==> src/rtl/queen_pkg.sv <==
// Shared definitions for the board-row stack: default sizing, FSM state
// encoding and the internal operation kinds latched when a request is accepted.
package queen_pkg;

  localparam int DFLT_STACK_DEPTH = 8;  // one entry per board row
  localparam int DFLT_ENTRY_W     = 6;  // {row[5:3], column[2:0]}
  localparam int ADDR_W           = 3;  // entry index width
  localparam int DEPTH_W          = 4;  // occupancy 0..8

  typedef enum logic [1:0] {
    IDLE = 2'd0,
    OP   = 2'd1,
    RESP = 2'd2
  } state_t;

  typedef enum logic [1:0] {
    K_PUSH    = 2'd0,
    K_POP     = 2'd1,
    K_REPLACE = 2'd2,
    K_READ    = 2'd3
  } op_kind_t;

endpackage

==> src/rtl/stack_regfile.sv <==
// Stack storage: one synchronous write port, one combinational read port.
// Contents are not reset; occupancy tracking lives in the arbiter.
module stack_regfile
  import queen_pkg::*;
#(
  parameter int DEPTH  = DFLT_STACK_DEPTH,
  parameter int WIDTH  = DFLT_ENTRY_W
) (
  input  logic              clk,
  input  logic              we,
  input  logic [ADDR_W-1:0] waddr,
  input  logic [WIDTH-1:0]  wdata,
  input  logic [ADDR_W-1:0] raddr,
  output logic [WIDTH-1:0]  rdata
);

  logic [WIDTH-1:0] mem [DEPTH];

  // Write the addressed entry on the rising edge when enabled
  always_ff @(posedge clk) begin
    if (we) mem[waddr] <= wdata;
  end

  assign rdata = mem[raddr];

endmodule

==> src/rtl/stack_arbiter.sv <==
// Arbitrates a solver (push / pop / replace) and a readout port onto one
// stack register file. Every accepted request runs IDLE -> OP -> RESP:
// storage is accessed in OP and the result pulses are visible in RESP.
module stack_arbiter
  import queen_pkg::*;
#(
  parameter int STACK_DEPTH = DFLT_STACK_DEPTH,
  parameter int ENTRY_W     = DFLT_ENTRY_W
) (
  input  logic               clk,
  input  logic               user_reset_n,
  input  logic               clear,
  input  logic               push,
  input  logic               pop,
  input  logic [ENTRY_W-1:0] push_data,
  output logic [ENTRY_W-1:0] pop_data,
  output logic               stack_ready,
  output logic               underflow,
  output logic               overflow,
  input  logic               rd_req,
  input  logic [ADDR_W-1:0]  rd_index,
  output logic [ENTRY_W-1:0] rd_data,
  output logic               rd_valid,
  output logic [DEPTH_W-1:0] depth
);

  state_t             state;
  op_kind_t           op_kind;
  logic [ENTRY_W-1:0] wdata_q;
  logic [ADDR_W-1:0]  ridx_q;

  logic               empty;
  logic               full;
  logic [ADDR_W-1:0]  top_idx;
  logic               rf_we;
  logic [ADDR_W-1:0]  rf_waddr;
  logic [ADDR_W-1:0]  rf_raddr;
  logic [ENTRY_W-1:0] rf_rdata;

  assign empty   = (depth == '0);
  assign full    = (depth == DEPTH_W'(STACK_DEPTH));
  assign top_idx = depth[ADDR_W-1:0] - ADDR_W'(1);

  // Storage port steering: only the OP cycle touches the register file,
  // and a clear arriving in that cycle suppresses the write.
  always_comb begin
    rf_we    = 1'b0;
    rf_waddr = depth[ADDR_W-1:0];
    rf_raddr = top_idx;
    if (state == OP && !clear) begin
      case (op_kind)
        K_PUSH:    rf_we = !full;
        K_REPLACE: begin
          rf_we    = !empty;
          rf_waddr = top_idx;
        end
        K_READ:    rf_raddr = ridx_q;
        default:   rf_we = 1'b0;
      endcase
    end
  end

  stack_regfile #(
    .DEPTH (STACK_DEPTH),
    .WIDTH (ENTRY_W)
  ) u_regfile (
    .clk   (clk),
    .we    (rf_we),
    .waddr (rf_waddr),
    .wdata (wdata_q),
    .raddr (rf_raddr),
    .rdata (rf_rdata)
  );

  // Request sampling, operation execution and registered result pulses
  always_ff @(posedge clk or negedge user_reset_n) begin
    if (!user_reset_n) begin
      state       <= IDLE;
      op_kind     <= K_PUSH;
      wdata_q     <= '0;
      ridx_q      <= '0;
      depth       <= '0;
      pop_data    <= '0;
      rd_data     <= '0;
      stack_ready <= 1'b0;
      underflow   <= 1'b0;
      overflow    <= 1'b0;
      rd_valid    <= 1'b0;
    end else if (clear) begin
      // Clear wins everywhere: empty the stack and drop any op in flight
      state       <= IDLE;
      depth       <= '0;
      stack_ready <= 1'b0;
      underflow   <= 1'b0;
      overflow    <= 1'b0;
      rd_valid    <= 1'b0;
    end else begin
      stack_ready <= 1'b0;
      underflow   <= 1'b0;
      overflow    <= 1'b0;
      rd_valid    <= 1'b0;
      case (state)
        IDLE: begin
          // Solver beats reader, so a push that shows up during a read's
          // RESP cycle is taken here ahead of a still-pending rd_req.
          if (push || pop) begin
            op_kind <= (push && pop) ? K_REPLACE : (push ? K_PUSH : K_POP);
            wdata_q <= push_data;
            state   <= OP;
          end else if (rd_req) begin
            op_kind <= K_READ;
            ridx_q  <= rd_index;
            state   <= OP;
          end
        end
        OP: begin
          state <= RESP;
          case (op_kind)
            K_PUSH: begin
              stack_ready <= 1'b1;
              if (full) overflow <= 1'b1;
              else      depth    <= depth + DEPTH_W'(1);
            end
            K_POP: begin
              stack_ready <= 1'b1;
              if (empty) begin
                underflow <= 1'b1;
              end else begin
                pop_data <= rf_rdata;
                depth    <= depth - DEPTH_W'(1);
              end
            end
            K_REPLACE: begin
              stack_ready <= 1'b1;
              if (empty) underflow <= 1'b1;
              else       pop_data  <= rf_rdata;
            end
            K_READ: begin
              rd_valid <= 1'b1;
              rd_data  <= (DEPTH_W'(ridx_q) < depth) ? rf_rdata : '0;
            end
            default: state <= IDLE;
          endcase
        end
        RESP:    state <= IDLE;
        default: state <= IDLE;
      endcase
    end
  end

endmodule

==> config.mk <==
export PLATFORM = sky130hd
export DESIGN_NAME = stack_arbiter
export DESIGN_NICKNAME = d
export VERILOG_FILES = /design/src/rtl/queen_pkg.sv /design/src/rtl/stack_regfile.sv /design/src/rtl/stack_arbiter.sv
export SDC_FILE = /design/constraint.sdc
export NUM_CORES = 1
export LEC_CHECK = 0
export CAP_MARGIN = 20
export CORE_MARGIN = 5
export CORE_UTILIZATION = 40
export CTS_BUF_LIST = sky130_fd_sc_hd__clkbuf_2 sky130_fd_sc_hd__clkbuf_4 sky130_fd_sc_hd__clkbuf_8
export CTS_CLUSTER_DIAMETER = 50
export DETAILED_ROUTE_END_ITERATION = 7
export GPL_TIMING_DRIVEN = 0
export PLACE_DENSITY = 0.62
export SLEW_MARGIN = 25
export SYNTH_ARGS = -nofsm -noshare
export SYNTH_HDL_FRONTEND = slang
export SYNTH_SLANG_ARGS = --single-unit
==> constraint.sdc <==
create_clock -name clk -period 3.85 [get_ports clk]
set_input_delay 0.77 -clock clk [delete_from_list [all_inputs] [get_ports clk]]
set_output_delay 0.77 -clock clk [all_outputs]
set_load 0.02 [all_outputs]
==> impl_metrics.csv <==
group,metric,value,unit
clock_tree,cts_htree_levels,3,
timing,skew,10.1,ps
place,dp_cells,425,
power,combPwrFrac,25.2,%
global_routing,grt_max_degree,24,
global_routing,track_usage,14.0,%
place,gp_congestion,0.844,
place,dp_slack,1120,ps
clock_tree,clock_latency,350,ps
routing,first_pass_iters,4,
clock_tree,root_buffer,"clkbuf_8",
global_routing,grt_pass1_vias,2341,
power,pwr-share-clk,26.4,%
global_routing,grt_first_pass_wirelength,12100,µm
finish,layout-drive-gt1-share,11.2,%
routing,drtIter0Drc,108,
setup_path,r2r_cells,8,
routing,postRouteAntennaNets,0,
floorplan,rows,35,
clock_tree,clk_path_buf_depth,2,
timing,rsz0062_at_grt,"no",
finish,antennaDiodeCount,0,
synthesis,syn-mean-instance-area,13.1,µm²
synthesis,synth_flop_cell,"edfxtp_1",
worst_hold_path,holdCritPathClass,"primary input to async pin",
timing,tightest_slew,1040,ps
finish,finalNonFillerCells,441,
synthesis,async_flop_share,40.7,%
floorplan,core_area,9110,µm²
routing,avgViaCountPerCell,5.37,
setup_path,regToRegEndpoint,"u_regfile.mem[5][3]",
timing,setup_tns,0,ps
clock_tree,numClockSinks,81,
synthesis,synth_nets,308,
setup_path,startpoint_type,"flip-flop",
finish,final_nets,353,
setup_path,cp-end-kind,"flip-flop",
place,dpl-instance-area,4160,µm²
floorplan,die_h,106,µm
routing,drcViolationCount,0,
timing,finalHoldViolations,0,
power,p_leak,1.68,nW
routing,vias,2367,
power,p_switching,711,µW
clock_tree,cts_setup_buffers,0,
power,vdd_drop_max,0.164,mV
global_routing,overflow,0,
timing,fin_ws,1110,ps
power,p_per_area,535,nW/µm²
timing,max_freq,365,MHz
synthesis,synth_enable_flop_cells,48,
global_routing,antenna_found_initial,0,
finish,nFillCells,843,
floorplan,dieArea,11200,µm²
clock_tree,cts_hold_buf,0,
clock_tree,clk_pin_slew,80,ps
finish,final_cell_area,4360,µm²
clock_tree,cts_tree,"done",
timing,setup_viol,0,
timing,maxSlewHeadroom,30.2,%
routing,wirelength,7300,µm
place,place_hpwl,5380,µm
setup_path,criticalPathCategory,"flip-flop to flip-flop",
setup_path,r2r_slack,1110,ps
timing,period_share,71.2,%
setup_path,crit_path_max_fanout,7,
setup_path,crit_required,3840,ps
synthesis,yosys_warnings,0,
synthesis,netlist_instances,280,
routing,routedWlPerCell,16.6,µm
power,swShare,30.5,%
power,power,2.33,mW
floorplan,io_pins,35,
setup_path,r2r-start,"depth[1]",
setup_path,crit_arrival,2730,ps
clock_tree,cts_buffers,9,
finish,area_growth,18.8,%
timing,maxSlewViolCount,0,
setup_path,crit_start,"depth[1]",
floorplan,fp.dieW,106,µm
floorplan,initial_utilization,40.3,%
power,seqPwrFrac,48.4,%
power,p_int,1.62,mW
synthesis,ys_seq_area_share,61.8,%
place,port_buffers,33,
status,outcome,"complete, no violations",
synthesis,ys_seq_elements,81,
job,maxCapViolCount,0,
setup_path,critPathCapture,"u_regfile.mem[5][3]",
clock_tree,cts_resized,0,
timing,post-route-min-period,2740,ps
synthesis,syn-cell-area,3670,µm²
synthesis,yosysUniqueCellTypes,46,
==> power groups by stage <==
stage | logic (mW) | clock network (mW) | registers (mW)
finish | 0.588 | 0.616 | 1.13
global route | 0.640 | 0.681 | 1.15
CTS | 0.590 | 0.631 | 1.13
detailed placement | 0.586 | 0 | 1.15
global placement | 0.575 | 0 | 1.14
floorplan | 0.298 | 0 | 1.20
==> cell type report <==
cell class	count	area, µm²	area share [%]
flip-flops and latches	81	2270	52.0
multi-input cells	177	1290	29.5
repair buffers	34	353	8.09
well taps	111	139	3.19
clock buffers	10	131	3.01
clock inverters	6	66.3	1.52
plain buffers	9	66.3	1.52
inverters	13	48.8	1.12
==> worst min-delay path by stage <==
stage                  to  slack (ps)  cells past startpoint
6_report       wdata_q[1]         300                      1
5_1_grt        wdata_q[1]         280                      1
4_1_cts        wdata_q[1]         300                      1
3_5_place_dp   rd_data[0]         470                      2
3_3_place_gp   rd_data[0]         460                      2
2_1_floorplan    depth[0]         470                      0
==> registers in the layout, summed over array words and instances, names as in the netlist <==
name,flops
overflow,1
state,2
depth,4
rd_data,6
wdata_q,6
u_regfile.mem,48
rd_valid,1
stack_ready,1
underflow,1
op_kind,2
ridx_q,3
pop_data,6
==> placed cells by master, fill, tap and decap left out, drive strengths merged, types with 3 or more instances in the layout <==
| cell type | instances |
|---|---|
| edfxtp | 48 |
| nand2 | 44 |
| dfrtp | 33 |
| clkdlybuf4s50 | 32 |
| nor2 | 16 |
| inv | 15 |
| o31ai | 13 |
| ha | 13 |
| mux2i | 13 |
| a32o | 12 |
| clkbuf | 12 |
| buf | 9 |
| mux2 | 8 |
| o21ai | 7 |
| a21oi | 7 |
| xnor2 | 5 |
| nand4 | 4 |
| o32ai | 4 |
| nor3 | 3 |
| nor2b | 3 |
| nand4bb | 3 |
| clkinv | 3 |
==> through the flow <==
stage | utilization, % | hold slack [ps]
CTS | 47.9 | 295
finish | 47.9 | 300
global placement | 45.4 | 462
global route | 47.9 | 284
floorplan | - | 474
detailed placement | 45.7 | 470
==> cells in the mapped netlist, drive strengths merged (2+ instances only) <==
master | number | area (µm²)
a21o | 2 | 15.0
dfrtp | 33 | 826
edfxtp | 48 | 1440
buf | 7 | 58.8
ha | 13 | 163
nor2b | 3 | 18.8
clkbuf | 2 | 7.51
mux2 | 8 | 90.1
xnor2 | 5 | 43.8
nor3 | 3 | 15.0
nor2 | 16 | 60.1
nand4 | 4 | 25.0
mux2i | 13 | 143
nand2 | 44 | 165
o21ai | 7 | 35.0
inv | 13 | 48.8
nand2b | 2 | 12.5
nand4bb | 3 | 50.1
nor3b | 2 | 20.0
o32ai | 4 | 35.0
a32o | 12 | 120
a21oi | 7 | 35.0
o31ai | 13 | 97.6
==> per-layer routing <==
| metal | up-vias | global-route usage [%] | part of all wire [%] |
|---|---|---|---|
| li1 | 1131 | - | - |
| met1 | 1179 | 19.5 | 48 |
| met2 | 53 | 21.5 | 47 |
| met3 | 4 | 3.67 | 4.0 |
| met4 | 0 | 4.44 | 0.81 |
| met5 | - | 0 | 0 |
==> critical path: stages (launching register included) <==
cell and delay, ps:
dfrtp_1 340, clkbuf_1 280, inv_1 210, ha_1 440
inv_1 140, nor3_1 200, a21oi_1 80, o22ai_1 160
nor2b_1 540
==> logic make-up (layout without fill, tap and decap cells) <==
kind of cell             Yosys count  after routing  share of synthesized area [%]
XOR/XNOR                           6              6                           1.43
flip-flops                        81             81                           61.8
adder cells (fa/ha/maj)           13             13                           4.43
buffers and inverters             22             72                           3.14
multiplexers                      21             21                           6.34
AND/OR/NAND/NOR                   84             84                           11.4
AO/OA/AOI/OAI                     53             53                           11.5
Power figures use the tool's default switching activity.
==> edit 1 (same flow settings) <==
Set the package constant `ADDR_W` to 4 (it was 3).
--- a/src/rtl/queen_pkg.sv
+++ b/src/rtl/queen_pkg.sv
@@ -4,7 +4,7 @@
 
   localparam int DFLT_STACK_DEPTH = 8;  // one entry per board row
   localparam int DFLT_ENTRY_W     = 6;  // {row[5:3], column[2:0]}
-  localparam int ADDR_W           = 3;  // entry index width
+  localparam int ADDR_W           = 4;  // entry index width
   localparam int DEPTH_W          = 4;  // occupancy 0..8
 
   typedef enum logic [1:0] {
Ports: changed (resized rd_index); port bits go from 35 to 36. No check against the original RTL was run, so the function may have changed too.
==> edit 1 against the original RTL <==
Sequential cell count up 1; critical path depth down 1; routed wire length down 4.6%; setup slack worse by 4.2 ps; area after synthesis down 0.44%; maximum frequency down 0.15%; total power up 3.4%; via count down 8.2%; worst hold slack better by 2.4 ps; first-iteration DRC count down 2.8%; global-route usage down 1.1 points; cell area up 0.29%; critical endpoint is now u_regfile.mem[5][5]; largest power group unchanged; highest routed layer unchanged.
==> edit 1: results (changes against the original RTL) <==
Worst VDD drop=0.219 mV (was 0.164 mV); Nets=335 (was 353); first-pass GRT wire length=11.2 mm (was 12.1 mm); layout cells sized above 1=0.119 (was 0.112); port bufs=34 (was 33); via count=2172 (was 2367); relative slew slack=0.347 (was 0.302); final wirelength=6.96 mm (was 7.30 mm); First-pass DRT Iterations=4 (unchanged); Fill cells=771 (was 843); CP top delay family=simple AND/OR/NAND/NOR gates (unchanged); outcome=complete, no violations (unchanged); worst-path fanout max=9 (was 7); Worst Setup SP=depth[0] (was depth[1]); top post-synthesis cells by area=edfxtp_1, dfrtp_1, mux2i_1 (was edfxtp_1, dfrtp_1, nand2_1); max FFs per register=48 (unchanged); net count after synthesis=289 (was 308); Starting DRT DRC Count=105 (was 108); Total GRT Usage=0.129 (was 0.140); largest net degree at the start of global routing=25 (was 24); Detail Placement HPWL=5.19 mm (was 5.38 mm); Leakage=1.78 nW (was 1.68 nW); list of most frequent post-synthesis cells=edfxtp_1, dfrtp_1, mux2i_1, nand2_1, nor2_1 (was edfxtp_1, nand2_1, dfrtp_1, nor2_1); Distinct cells, synth=36 (was 46); Worst Clk Skew=10.9 ps (was 10.1 ps); sequential share of the synthesized area=0.627 (was 0.618); Placement Setup Slack=1090 ps (was 1120 ps)
[edit 1: cell types whose count changed after synthesis, moves of 2 or more]
cell | unedited run | this run
o21ai_0 | 7 | 5
mux2_2 | 8 | 14
a211o_1 | 1 | 3
mux2i_1 | 12 | 24
a21o_1 | 2 | 4
a22o_1 | 0 | 12
a32o_1 | 12 | 0
buf_2 | 2 | 0
nand4_1 | 4 | 2
nand2_1 | 44 | 20
[edit 1: worst register-to-register path: stages (launching register included)]
cell,delay [ps]
dfrtp_1,530
inv_1,210
ha_1,490
inv_1,150
nor3_1,200
a21oi_1,70
mux2_2,280
nor2_1,440
[edit 1: logic make-up after synthesis]
group | share of synthesized area
AND/OR/NAND/NOR | 0.0716
flip-flops | 0.627
buffers and inverters | 0.0301
adder cells (fa/ha/maj) | 0.0445
AO/OA/AOI/OAI | 0.102
multiplexers | 0.112
XOR/XNOR | 0.0120
[edit 1: report_power, final]
part	internal [mW]	leakage, nW	switching (mW)
Sequential	1.05	0.867	0.0875
Clock	0.375	0.108	0.311
Combinational	0.280	0.804	0.311
[edit 1: cell type report]
class	instances	area, sq um	area share
inverters	13	48.8	0.0112
multi-input cells	159	1250	0.286
flip-flops and latches	82	2290	0.524
well taps	108	135	0.0309
clock buffers	10	131	0.0301
plain buffers	6	61.3	0.0140
clock inverters	6	88.8	0.0203
repair buffers	35	363	0.0830
[edit 1: per-stage QoR]
step / std cells / utilization / area, sq um / power (mW) / hold WS, ps
CTS: 419 / 0.496 / 4370 / 2.43 / 296
detailed placement: 403 / 0.471 / 4150 / 1.75 / 469
floorplan: 260 / - / 3650 / 1.51 / 474
global placement: 402 / 0.469 / 4130 / 1.72 / 461
finish: 419 / 0.496 / 4370 / 2.41 / 302
global route: 419 / 0.496 / 4370 / 2.52 / 308
[edit 1: final timing paths]
path                       slack, ps                  end  cells past startpoint
setup / recovery                1100  u_regfile.mem[5][5]                      7
hold reg to reg                  480           rd_data[3]                      2
min in group clk                 480           rd_data[3]                      2
max in group asynchronous       3130          pop_data[5]                      2
setup reg to reg                1100  u_regfile.mem[5][5]                      7
hold / removal                   300           op_kind[1]                      1
[edit 1: metal layers]
metal | vias up | GRT usage | routed length, um
li1 | 1067 | - | -
met1 | 1057 | 0.185 | 3500
met2 | 43 | 0.193 | 3110
met3 | 5 | 0.0318 | 274
met4 | 0 | 0.0416 | 76
met5 | - | 0 | 0
==> edit 2 (same flow settings) <==
Made on the original files. Reset style: synchronous (`user_reset_n`), changed in one clocked block.
--- a/src/rtl/stack_arbiter.sv
+++ b/src/rtl/stack_arbiter.sv
@@ -73,7 +73,7 @@
   );
 
   // Request sampling, operation execution and registered result pulses
-  always_ff @(posedge clk or negedge user_reset_n) begin
+  always_ff @(posedge clk) begin
     if (!user_reset_n) begin
       state       <= IDLE;
       op_kind     <= K_PUSH;
Formal check against the unedited RTL: differs if user_reset_n is asserted again (counterexample within 4 cycles, from zero or initial values and one cycle with user_reset_n low); with user_reset_n held inactive, the same outputs for 4 cycles.
==> edit 2 against the original RTL <==
Non-clock buffer count decreased by 2; highest routed layer unchanged; critical path type is now in -> reg; area after synthesis decreased by 3.3%; sequential cell count unchanged; routed wire length increased by 1.2%; core utilization increased by 0.95 points; cell area decreased by 2.8%; setup slack got worse by 8.0 ps; via count decreased by 4.3%.
Power is not compared: it rests on default switching activity, and its combinational part moved more than twofold at a synthesized area within 25%.
==> edit 2: results (changes against the original RTL) <==
most flop-heavy register=u_regfile.mem (unchanged); ANT nets after route=0 (unchanged); Setup Buffers After CTS=0 (unchanged); vias in the first global route=2202 (was 2341); layout cells sized above 1=0.0823 (was 0.112); Mapped Cells=278 (was 280); outcome=complete, no violations (unchanged); Starting DRT DRC Count=99 (was 108); first-pass GRT wire length=12.0 mm (was 12.1 mm); Total GRT Usage=0.140 (about the same); H-Tree Depth=3 (unchanged); top_reg_cell synth=edfxtp_1 (unchanged); FFs w/ async S/R, synth=0 (was 0.407); top post-synthesis cells by area=edfxtp_1, dfxtp_1, mux2i_1 (was edfxtp_1, dfrtp_1, nand2_1); sequential share of the synthesized area=0.592 (was 0.618); via count=2265 (was 2367); largest net degree at the start of global routing=16 (was 24); dpl cells=420 (was 425); worst min-delay path class=reg -> reg (was in -> async); list of most frequent post-synthesis cells=edfxtp_1, mux2i_1, dfxtp_1, nor2_1, nand2_1 (was edfxtp_1, nand2_1, dfrtp_1, nor2_1); total inserted antenna cells=0 (unchanged); maximum clock insertion buffer count=2 (unchanged); CTS Buf Count=9 (unchanged); Placement Setup Slack=765 ps (was 1120 ps); relative slew slack=0.407 (was 0.302); worst-path fanout max=8 (was 7); Worst VDD drop=0.149 mV; initial antenna violation count=0 (unchanged); Vias per Instance=5.19 (was 5.37); routability cong.=0.862 (was 0.844); CTS root buf=clkbuf_8 (unchanged); YS warnings=0 (unchanged); First-pass DRT Iterations=4 (unchanged); Distinct cells, synth=44 (was 46); Nets=350 (was 353); clock-pin transition on the worst setup and hold timing paths=80 ps (about the same); WP data arrival=2740 ps (was 2730 ps); PostCTS Resize Cnt=0 (unchanged); Leakage=1.64 nW; Worst Clk Skew=9.01 ps (was 10.1 ps); wire length per cell=17.0 um (was 16.6 um); port bufs=34 (was 33); Placed Area=4030 sq um (was 4160 sq um); clk_lat worst skew=350 ps (about the same); EDFF count, synth=48 (unchanged); net count after synthesis=305 (was 308); max FFs per register=48 (unchanged); Detail Placement HPWL=5.47 mm (was 5.38 mm)
==> edit 2: per-layer routing <==
metal | GRT usage | up-vias | part of all wire
met5 | 0 | - | 0
met4 | 0.0527 | 0 | 0.019
met3 | 0.0391 | 11 | 0.043
met2 | 0.222 | 48 | 0.48
met1 | 0.183 | 1077 | 0.46
li1 | - | 1129 | -
==> edit 2: worst paths after layout <==
path	startpoint	endpoint	slack [ps]	cells after the start
worst min register to register	pop_data[5]	pop_data[5]	460	2
worst max register to register	depth[0]	u_regfile.mem[4][4]	1170	8
worst min-delay path	pop_data[5]	pop_data[5]	460	2
worst max-delay path	clear	u_regfile.mem[0][5]	1100	5
==> edit 2: critical path, stage by stage <==
cell and delay [ps]:
clkdlybuf4s50_1 570, nor3b_2 460, nand4_1 190, mux2_2 310, nor2_1 430
==> edit 2: where the power goes <==
part | internal, mW | switching, mW | total, mW
logic | 0.0581 | 0.0663 | 0.124
registers | 0.927 | 0.0189 | 0.946
clock network | 0.305 | 0.316 | 0.621
total | 1.29 | 0.401 | 1.69
==> edit 2: kinds of logic after synthesis <==
kind of cell,synth area share
flops,0.592
buf+inv,0.0314
compound gates,0.102
xor+xnor,0.0173
fa+ha+maj,0.0423
simple gates,0.106
mux,0.109
==> edit 2: final cells by class <==
| class | count | area (sq um) |
|---|---|---|
| inverters | 14 | 52.6 |
| repair buffers | 34 | 340 |
| flip-flops and latches | 81 | 2100 |
| clock buffers | 9 | 124 |
| well taps | 108 | 135 |
| fillers | 793 | 4440 |
| clock inverters | 7 | 77.6 |
| plain buffers | 7 | 58.8 |
| multi-input cells | 176 | 1350 |
